**config.mk**
```make
export PLATFORM = sky130hd
export DESIGN_NAME = cic_interp_var
export DESIGN_NICKNAME = d
export VERILOG_FILES = /design/src/rtl/cic_interp_var.sv
export SDC_FILE = /design/constraint.sdc
export NUM_CORES = 2
export LEC_CHECK = 0
export ABC_CLOCK_PERIOD_IN_PS = 27200
export CAP_MARGIN = 10
export CORE_MARGIN = 2
export CORE_UTILIZATION = 35
export DETAILED_ROUTE_END_ITERATION = 12
export GPL_ROUTABILITY_DRIVEN = 0
export SETUP_SLACK_MARGIN = 0.3
export SLEW_MARGIN = 20
export SYNTH_ARGS = -nofsm -noshare
export SYNTH_HDL_FRONTEND = slang
export SYNTH_SLANG_ARGS = --single-unit
```
**constraint.sdc**
```tcl
create_clock -name i_clock -period 27.2 [get_ports i_clock]
set_clock_uncertainty 0.2 [all_clocks]
set_input_delay 5.44 -clock i_clock [delete_from_list [all_inputs] [get_ports i_clock]]
set_output_delay 5.44 -clock i_clock [all_outputs]
set_load 0.02 [all_outputs]
```
**src/rtl/cic_interp_var.sv**
```systemverilog
`default_nettype none
// ============================================================================
// Module   : cic_interp_var
// Brief    : Multi-channel CIC interpolator with run-time factor and output
//            shift. Define CIC_INTERP_VAR_ROUND_EN for round-half-up scaling.
// Revision : 1.0 - initial release
// ============================================================================
module cic_interp_var #(
  parameter int IN_WIDTH   = 16,
  parameter int OUT_WIDTH  = 16,
  parameter int CHANNELS   = 2,
  parameter int STAGES     = 5,
  parameter int DELAY      = 1,
  parameter int MAX_FACTOR = 512
) (
  input  logic                                                         i_clock,
  input  logic                                                         i_reset_n,
  input  logic [$clog2(MAX_FACTOR+1)-1:0]                              i_factor,
  input  logic [$clog2(IN_WIDTH+STAGES*$clog2(MAX_FACTOR*DELAY))-1:0]  i_shift,
  input  logic [CHANNELS*IN_WIDTH-1:0]                                 i_data,
  input  logic                                                         i_valid,
  output logic                                                         o_ready,
  output logic [CHANNELS*OUT_WIDTH-1:0]                                o_data,
  output logic                                                         o_valid,
  input  logic                                                         i_ready
);

  localparam int ACC_W = IN_WIDTH + STAGES*$clog2(MAX_FACTOR*DELAY);
  localparam int FW    = $clog2(MAX_FACTOR+1);
  localparam int SW    = $clog2(ACC_W);

  localparam logic signed [ACC_W:0] c_out_max =
    {{(ACC_W-OUT_WIDTH+2){1'b0}}, {(OUT_WIDTH-1){1'b1}}};
  localparam logic signed [ACC_W:0] c_out_min =
    {{(ACC_W-OUT_WIDTH+2){1'b1}}, {(OUT_WIDTH-1){1'b0}}};

  typedef enum logic [0:0] {
    S_IDLE = 1'b0,
    S_RUN  = 1'b1
  } state_t;

  state_t          r_state;
  logic [FW-1:0]   r_factor;
  logic [FW-1:0]   r_phase;
  logic [SW-1:0]   r_shift;
  logic            r_valid;
  logic [FW-1:0]   w_factor_clamp;
  logic            w_last;
  logic            w_adv;
  logic            w_accept;
  logic signed [ACC_W:0] w_bias;

  assign w_last   = (r_phase == FW'(r_factor - FW'(1)));
  assign w_adv    = (r_state == S_RUN) && (!r_valid || i_ready);
  assign o_ready  = i_reset_n && ((r_state == S_IDLE) || (w_last && w_adv));
  assign w_accept = i_valid && o_ready;
  assign o_valid  = r_valid;

  always_comb begin
    w_factor_clamp = i_factor;
    if (i_factor == '0)
      w_factor_clamp = FW'(1);
    else if (i_factor > FW'(MAX_FACTOR))
      w_factor_clamp = FW'(MAX_FACTOR);
  end

`ifdef CIC_INTERP_VAR_ROUND_EN
  assign w_bias = (r_shift != '0) ? signed'((ACC_W+1)'(1) << (r_shift - SW'(1))) : '0;
`else
  assign w_bias = '0;
`endif

  always_ff @(posedge i_clock or negedge i_reset_n) begin
    if (!i_reset_n) begin
      r_state  <= S_IDLE;
      r_factor <= '0;
      r_phase  <= '0;
      r_shift  <= '0;
      r_valid  <= 1'b0;
    end else begin
      case (r_state)
        S_IDLE: begin
          if (w_accept) begin
            r_factor <= w_factor_clamp;
            r_shift  <= i_shift;
            r_phase  <= '0;
            r_state  <= S_RUN;
          end
        end
        S_RUN: begin
          if (w_adv) begin
            if (w_last) begin
              r_phase <= '0;
              if (!w_accept)
                r_state <= S_IDLE;
            end else begin
              r_phase <= r_phase + FW'(1);
            end
          end
        end
        default: r_state <= S_IDLE;
      endcase

      if (w_adv)
        r_valid <= 1'b1;
      else if (i_ready)
        r_valid <= 1'b0;
    end
  end

  for (genvar c = 0; c < CHANNELS; c++) begin : g_lane
    logic signed [ACC_W-1:0]     w_tap [STAGES];
    logic signed [ACC_W-1:0]     w_comb_out;
    logic signed [ACC_W-1:0]     r_dly [STAGES][DELAY];
    // r_acc[0] is the zero-stuff register feeding the first integrator
    logic signed [ACC_W-1:0]     r_acc [STAGES+1];
    logic signed [ACC_W:0]       w_round;
    logic signed [ACC_W:0]       w_shifted;
    logic signed [OUT_WIDTH-1:0] w_sat;
    logic signed [OUT_WIDTH-1:0] r_out;

    always_comb begin
      logic signed [ACC_W-1:0] w_run;
      w_run = ACC_W'(signed'(i_data[c*IN_WIDTH +: IN_WIDTH]));
      for (int k = 0; k < STAGES; k++) begin
        w_tap[k] = w_run;
        w_run    = w_run - r_dly[k][DELAY-1];
      end
      w_comb_out = w_run;
    end

    always_comb begin
      w_round   = signed'({r_acc[STAGES][ACC_W-1], r_acc[STAGES]}) + w_bias;
      w_shifted = w_round >>> r_shift;
      w_sat     = w_shifted[OUT_WIDTH-1:0];
      if (w_shifted > c_out_max)
        w_sat = c_out_max[OUT_WIDTH-1:0];
      else if (w_shifted < c_out_min)
        w_sat = c_out_min[OUT_WIDTH-1:0];
    end

    always_ff @(posedge i_clock or negedge i_reset_n) begin
      if (!i_reset_n) begin
        for (int k = 0; k < STAGES; k++)
          for (int d = 0; d < DELAY; d++)
            r_dly[k][d] <= '0;
        for (int k = 0; k <= STAGES; k++)
          r_acc[k] <= '0;
        r_out <= '0;
      end else begin
        if (w_accept) begin
          for (int k = 0; k < STAGES; k++) begin
            r_dly[k][0] <= w_tap[k];
            for (int d = 1; d < DELAY; d++)
              r_dly[k][d] <= r_dly[k][d-1];
          end
        end

        if (w_adv) begin
          for (int k = 1; k <= STAGES; k++)
            r_acc[k] <= r_acc[k] + r_acc[k-1];
          r_out <= w_sat;
        end

        if (w_accept)
          r_acc[0] <= w_comb_out;
        else if (w_adv)
          r_acc[0] <= '0;
      end
    end

    assign o_data[c*OUT_WIDTH +: OUT_WIDTH] = r_out;
  end

endmodule
`default_nettype wire

```
==> impl_results.md <==
* Tmin final at 16.98 ns
* CTS tree: yes
* Most common cell after layout, fill and taps aside: nand2_1
* H-tree lvl count at 4
* Worst path most repeated cell: o21ai_0
* Seq/Total Area, Yosys at about 29%
* Vias in the first global route at about 80k
* Final Cycle Share at between 60 and 70%
* Initial Util at 35.2%
* Mapped cell area at 99400 sq um
* Synth Area in Compound Gates at 25.7%
* Worst slew margin at between 30 and 40%
* Die area at 288000 sq um
* Placed Cells at 15.5k
* Post-synthesis average cell area at about 8.1 sq um
* Drt drc at 0
* Final Max Slew Viols at 0
* FF+latch count, synth at 1138
* Die width at between 500 and 600 um
* Reg2Reg Depth at 48
* Mapped Cells at 12.2k
* RSZ-0062 raised after global routing: no
* Cts repair resizes at 0
* Simple-Gate Fraction of Synth Area at 15.8%
* Final setup vio count at 0
* Most frequent cells in the layout: nand2_1, o21ai_0, dfrtp_1
* Worst r2r src: g_lane[0].r_dly[244]
* Fin area at 108000 sq um
* Overflow left after global routing at 0
* # rows at roughly 200
* Clock latency on the worst-skew pair at between 0.8 and 0.9 ns
* Asr flop ratio synth at 100%
* Layout Cells excl Fill at 15.8k
* Final Routed Wirelength at 247000 um
* Mux contribution to synthesized area at 4.67%
* Critical Path Max Stage Delay at 0.74 ns
* Final antenna-violating net count at 0
* Worst Max-Slew Pin Slew at 1.03 ns
* DR pass1 iterations at 6
* Die Y-Extent at 537 um
* Boundary Pins at 86
* Placed Area at 103000 sq um
* Clk sink count at 1138
* First-pass GRT wire length at 411000 um
* Crit path from: i_data[0]
* Setup Crit Path Kind: input pin to register
* Initial antenna violation count at 1
* GRT Total Usage at 16.8%
* HP Start: g_lane[1].r_dly[118]
* Worst hold stages at 2
* First DRT Iteration DRCs at 5432
* Largest net degree at the start of global routing at 228
* Clock Root Buffer: clkbuf_16
* Setup TNS at 0 ns
* Slowest cell on the critical path: a2bb2oi_2
* CP Data Required Time at 27.63 ns
* Post-synth net total at 13.3k
* Main combinational cell family by area after synthesis: compound AO/OA/AOI/OAI gates
* DR WL/cell at 15.6 um
* Max-Cap Viols at 0
* CP startpoint kind: input pin
* Yosys top cell by area: dfrtp_1
* Top post-synthesis cells by area: dfrtp_1, ha_1, o21ai_0
* Prevailing post-synth register cell: dfrtp_1
* Area delta synth->final at 8.89%
* Vias per cell at 5.23
* Fmax at a little under 0.06 GHz
* Detailed placement HPWL at 190000 um
* Number of enable flip-flop cells after synthesis at 0
* # hold bufs at CTS at 0
* Total core area at 282000 sq um
* Status: finished, final reports clean
* Crit path DAT at about 17 ns
* Post-synth cell types at 102
* Reg clk slew, reported paths at roughly 0.060 ns
* Final hold slack at around 0.27 ns
* Final Hold Fails at 0
* Crit. End Element: register
* CTS Buf Count at 152
* Maximum fanout along the worst path at 14
* Post-Synth Adder-Cell Area at between 10% and 20%
* Routed vias at 82.6k
* Synth top area share at 28.6%
* Clock Tree Buf Depth at 4
* NumNets Final at 13.0k
* Post-Synth XOR/XNOR Area at 7.56%
* YS warnings at 0
* Hold crit path type: register to register
* # Post-CTS Setup Buffers at 0
* Share of layout cells above drive strength 1 at 4.84%
* IO buf count at 85
registers in the layout (all words and copies together) (netlist names):
register / flops
g_lane.r_out: 32
g_lane.r_dly: 346
r_state: 1
r_shift: 6
r_factor: 10
o_valid: 1
g_lane.r_acc: 732
r_phase: 10
path summary, 6_finish.rpt:
path,end,slack [ns]
min in group asynchronous,g_lane[0].r_acc[104],4.34
setup / recovery,g_lane[0].r_acc[364],10.22
setup reg to reg,g_lane[0].r_acc[364],14.98
hold / removal,g_lane[1].r_dly[118],0.27
max in group asynchronous,g_lane[1].r_dly[246],18.26
hold reg to reg,g_lane[1].r_dly[118],0.27
per-stage QoR:
stage	setup slack, ns	utilization [%]
after floorplan	11.10	-
after global placement	9.58	36.5
after detailed placement	9.37	36.5
after CTS	10.21	38.3
after global routing	9.03	38.3
final	10.22	38.3
logic make-up after synthesis:
logic type	count (synthesis)
flip-flops	1138
XOR/XNOR	857
buffers and inverters	1210
AO/OA/AOI/OAI	4195
multiplexers	338
adder cells (fa/ha/maj)	989
AND/OR/NAND/NOR	3484
worst max-delay path: cells and delay by family:
family / cells / cell delay, ns
AOI/OAI and AO/OA: 28 / 6.08
adders and majority gates: 7 / 2.84
and+or+nand+nor: 8 / 1.66
buffers and inverters: 4 / 0.78
xor gates and xnor gates: 3 / 0.58
final cells by class:
cell class / count / area, sq um
antenna: 1 / 2.50
inverter: 646 / 2420
fill: 28892 / 174000
multi-input combinational: 9863 / 66100
clock buffer: 208 / 4360
tap: 3743 / 4680
sequential: 1138 / 28500
timing repair buffer: 142 / 1380
clock inverter: 59 / 774
layer usage:
metal	track usage [%]	share of wire, %	up-vias
met1	25.5	53	37426
met4	4.80	2.9	0
met2	24.9	40	1356
met5	0	0	-
li1	-	-	43439
met3	1.91	3.5	376
Yosys cell counts, types with 117 or more instances:
cell type and n:
nand2_1 1720, o21ai_0 1553, dfrtp_1 1138, a21oi_1 954, ha_1 944, inv_1 645, nor2_1 604, a21o_1 541
xnor2_1 487, clkbuf_1 419, xor2_1 369, nand3_1 306, o21bai_1 172, mux2i_1 163, nand2b_1 145, nand4_1 142
a31oi_1 136, nor3_1 117
Power is not shown: default switching activity piles up to over one toggle a cycle in this logic, so the estimate is an artifact.
